File: config.mk
export PLATFORM = sky130hd
export DESIGN_NAME = rate_pulse_gen
export DESIGN_NICKNAME = d
export VERILOG_FILES = /design/src/rtl/rate_pulse_gen.sv
export SDC_FILE = /design/constraint.sdc
export NUM_CORES = 1
export LEC_CHECK = 0
export CAP_MARGIN = 20
export CORE_MARGIN = 1
export CORE_UTILIZATION = 33
export CTS_CLUSTER_DIAMETER = 100
export DETAILED_ROUTE_END_ITERATION = 6
export PLACE_DENSITY = 0.63
export REMOVE_ABC_BUFFERS = 1
export SYNTH_ARGS = -nofsm -noshare
export SYNTH_HDL_FRONTEND = slang
export SYNTH_SLANG_ARGS = --single-unit
export TNS_END_PERCENT = 10
File: constraint.sdc
create_clock -name clk -period 3.2 [get_ports clk]
set_input_delay 0.64 -clock clk [delete_from_list [all_inputs] [get_ports clk]]
set_output_delay 0.64 -clock clk [all_outputs]
set_load 0.1 [all_outputs]
File: src/rtl/rate_pulse_gen.sv
// ============================================================================
//  Module   : rate_pulse_gen
//  Purpose  : Selectable-rate one-cycle enable pulse generator with single-step.
//  Revision : 1.0 - initial release
// ============================================================================
`default_nettype none

module rate_pulse_gen #(
   parameter int CLK_HZ = 50000000,
   parameter int WIDTH  = 28
) (
   input  logic             clk,
   input  logic             reset,
   input  logic             enable,
   input  logic [1:0]       sel,
   input  logic             step,
   output logic             pulse,
   output logic [WIDTH-1:0] count
);

   localparam logic [WIDTH-1:0] c_RELOAD_0 = '0;
   localparam logic [WIDTH-1:0] c_RELOAD_1 = WIDTH'(CLK_HZ - 1);
   localparam logic [WIDTH-1:0] c_RELOAD_2 = WIDTH'(2 * CLK_HZ - 1);
   localparam logic [WIDTH-1:0] c_RELOAD_4 = WIDTH'(4 * CLK_HZ - 1);
   localparam logic [WIDTH-1:0] c_ONE      = WIDTH'(1);

   logic [WIDTH-1:0] count_q, count_d;
   logic             pulse_q, pulse_d;
   logic [1:0]       sel_q;
   logic             s1_q, s2_q, s3_q;

   logic [WIDTH-1:0] w_reload;
   logic             w_sel_chg;
   logic             w_step_edge;

   always_comb begin
      w_reload = c_RELOAD_0;
      case (sel)
         2'b00:   w_reload = c_RELOAD_0;
         2'b01:   w_reload = c_RELOAD_1;
         2'b10:   w_reload = c_RELOAD_2;
         default: w_reload = c_RELOAD_4;
      endcase
   end

   assign w_sel_chg   = (sel != sel_q);
   assign w_step_edge = s2_q & ~s3_q;

   // A sel change always reloads and suppresses the pulse; step edges only
   // count while the divider is held, so they are dropped in RUN.
   always_comb begin
      count_d = count_q;
      pulse_d = 1'b0;
      if (w_sel_chg) begin
         count_d = w_reload;
      end else if (enable) begin
         if (count_q == '0) begin
            pulse_d = 1'b1;
            count_d = w_reload;
         end else begin
            count_d = count_q - c_ONE;
         end
      end
      if (!enable && w_step_edge) begin
         pulse_d = 1'b1;
      end
   end

   always_ff @(posedge clk or posedge reset) begin
      if (reset) begin
         count_q <= '0;
         pulse_q <= 1'b0;
         sel_q   <= 2'b00;
         s1_q    <= 1'b0;
         s2_q    <= 1'b0;
         s3_q    <= 1'b0;
      end else begin
         count_q <= count_d;
         pulse_q <= pulse_d;
         sel_q   <= sel;
         s1_q    <= step;
         s2_q    <= s1_q;
         s3_q    <= s2_q;
      end
   end

   assign pulse = pulse_q;
   assign count = count_q;

endmodule

`default_nettype wire

==> metrics.txt <==
CP max FO=11; wire length per cell=approximately 20 um; WP data arrival=3040 ps; I/O pin count=35; Setup-failing EPs final=0; Final period util=0.895; 1st-iter DRT viols=approximately 180; synth top area cells=dfrtp_1 (38%), o21ai_0 (3.8%), nor4_1 (3.6%); top_reg_cell synth=dfrtp_1; Avg Vias per Cell=between 6 and 7; Final Max Slew Viols=0; Root Driver=clkbuf_8; gr usage total=0.219; CTS Sinks=34; clock share of power=0.205; Seq pwr share=0.349; DP Wirelength=5430 um; Syn Area/Cell=around 8.9 um2; Synth async-reset ratio=1.00; Fin Hold WS=360 ps; Core ar.=~6500 um2; Congestion Overflow GR=0; Reg clk slew, reported paths=70 ps; internal power=828 uW; Max-Cap Viols=0; post-route ant nets=0; IO buf count=34; Slew HR=0.468; sequential area share after synthesis=0.378; synthesis-to-layout area growth=23.0%; Fin. Hold Viols=0; CP Capture Type=flop; diode count=0; PwrDens=598 nW/um2; largest net degree at the start of global routing=22; Starting Density=0.349; final worst slack=335 ps; row count=29; final WL=about 7500 um; Die Ht=84.6 um; leading area contributor after synthesis=dfrtp_1; DRC=0; Die X=between 80 and 90 um; hold_buf cts=0; Net Sw Power=between 800 and 900 uW; Yosys Warn Count=0; LEAKAGE=1.10 nW; RSZ-0062 raised after global routing=false; Num CTS Buffers=5; worst-margin pin slew=797 ps; Gate power share=0.446; TritonCTS clock tree=yes; die area=7160 um2; cells after synthesis=254; initial antenna violation count=0; Tmin final=2860 ps; overall power=approximately 1.7 mW; EDFF count, synth=0; Fmax=349 MHz; H-tree lvl count=2; Clk Latency, worst-skew pair=290 ps; WP data required=3380 ps; fraction of layout cells with a size suffix above 1=0.210; Setup Slack @ Placement=375 ps; post-cts resize count=0; via count=2395; Worst Hold Class=flop to flop; total negative setup slack=0 ps; Post-CTS Setup Bufs=0; Syn Std Cell Area=between 2000 and 2500 um2; Longest Clk Path Bufs=2; status=completed; vias in the first global route=2250; #FFs+latches synth=34; Pre-antenna DRT Iters=7; Clock Skews=between 2 and 3 ps; CP startpoint kind=flop; nets@finish=311; critical path class=flop to flop; Worst IR Drop VDD=0.000188 V; Sw Share=0.500; Synth cell types=53; first-pass GRT wire length=12100 um; RD Place Congestion=0.927; Yosys top cell area share=0.378
==> cell usage in the layout (no fill, tap or decap), types with 5 or more instances in the layout <==
cell type and instances:
inv_1 11, clkbuf_8 6, o21ai_0 17, or4_1 5, a21oi_1 8, nor2_1 19
nand2_1 20, nand3_1 13, ha_1 6, nand4_1 10, and3_1 5, buf_4 46
nor4_1 13, dfrtp_1 34, nor3_1 12, clkdlybuf4s50_1 5
==> per-layer routing <==
layer / GRT usage / vias up / share of wire
met4: 0.0847 / 0 / 0.021
met3: 0.0442 / 17 / 0.066
li1: - / 1087 / -
met2: 0.341 / 117 / 0.47
met1: 0.299 / 1174 / 0.44
met5: 0 / - / 0
==> Yosys cell counts (3+ instances only) <==
| library cell | instances |
|---|---|
| dfrtp_1 | 34 |
| nand2_1 | 20 |
| nor2_1 | 19 |
| o21ai_0 | 17 |
| nand3_1 | 13 |
| nor4_1 | 13 |
| nor3_1 | 12 |
| inv_1 | 11 |
| clkbuf_1 | 10 |
| nand4_1 | 10 |
| a21oi_1 | 8 |
| ha_1 | 6 |
| and3_1 | 5 |
| or4_1 | 5 |
| a311o_1 | 4 |
| a31oi_1 | 4 |
| o311ai_0 | 4 |
| o31ai_1 | 4 |
| or3_1 | 4 |
| a22oi_1 | 3 |
| nor4b_1 | 3 |
| o211ai_1 | 3 |
| o31a_1 | 3 |
| o41ai_1 | 3 |
==> worst paths after layout <==
kind	startpoint	end	slack, ps	cells after the start
setup / recovery	count[22]	count[25]	340	6
hold / removal	s1_q	s2_q	360	0
setup reg to reg	count[22]	count[25]	340	6
hold reg to reg	s1_q	s2_q	360	0
max in group asynchronous	reset	count[17]	1780	3
min in group asynchronous	reset	count[9]	800	2
==> state kept, by name, summed over array words and instances, names as in the netlist <==
name,flops
count,28
sel_q,2
pulse,1
s1_q,1
s2_q,1
s3_q,1
==> metrics by stage <==
stage	instance area, um2	std cells	utilization
floorplan	2190	241	-
global placement	2680	369	0.415
detailed placement	2680	369	0.415
CTS	2770	377	0.429
global route	2770	377	0.429
finish	2770	377	0.429
==> cells by family (layout without fill, tap and decap cells) <==
group | after synthesis | count (layout) | synth area share
flops | 34 | 34 | 0.378
compound gates | 70 | 70 | 0.234
mux | 1 | 1 | 0.00445
simple gates | 115 | 115 | 0.287
fa+ha+maj | 6 | 6 | 0.0334
xor+xnor | 4 | 4 | 0.0156
buf+inv | 24 | 70 | 0.0472
==> final cells by class <==
type                            instances  area (um2)
Fill cell                             649        3690
Multi-Input combinational cell        196        1290
Sequential cell                        34         851
Timing Repair Buffer                   51         395
Tap cell                               77        96.3
Clock buffer                            7        86.3
Inverter                               11        41.3
Clock inverter                          1        5.00
==> power by group through the flow <==
stage	registers, mW	clock network [mW]	logic (mW)
after floorplan	0.938	0	0.173
after global placement	0.583	0	0.732
after detailed placement	0.584	0	0.736
after CTS	0.576	0.351	0.738
after global routing	0.590	0.366	0.770
final	0.578	0.339	0.739
==> critical path, cell delays in order (launching register included) <==
cell and delay (ps):
dfrtp_1 460, or4_4 570, or3_1 520, o31ai_4 590, buf_4 240, nor4b_1 60
a311o_1 310
Note: power is estimated with default switching activity, not from simulation.
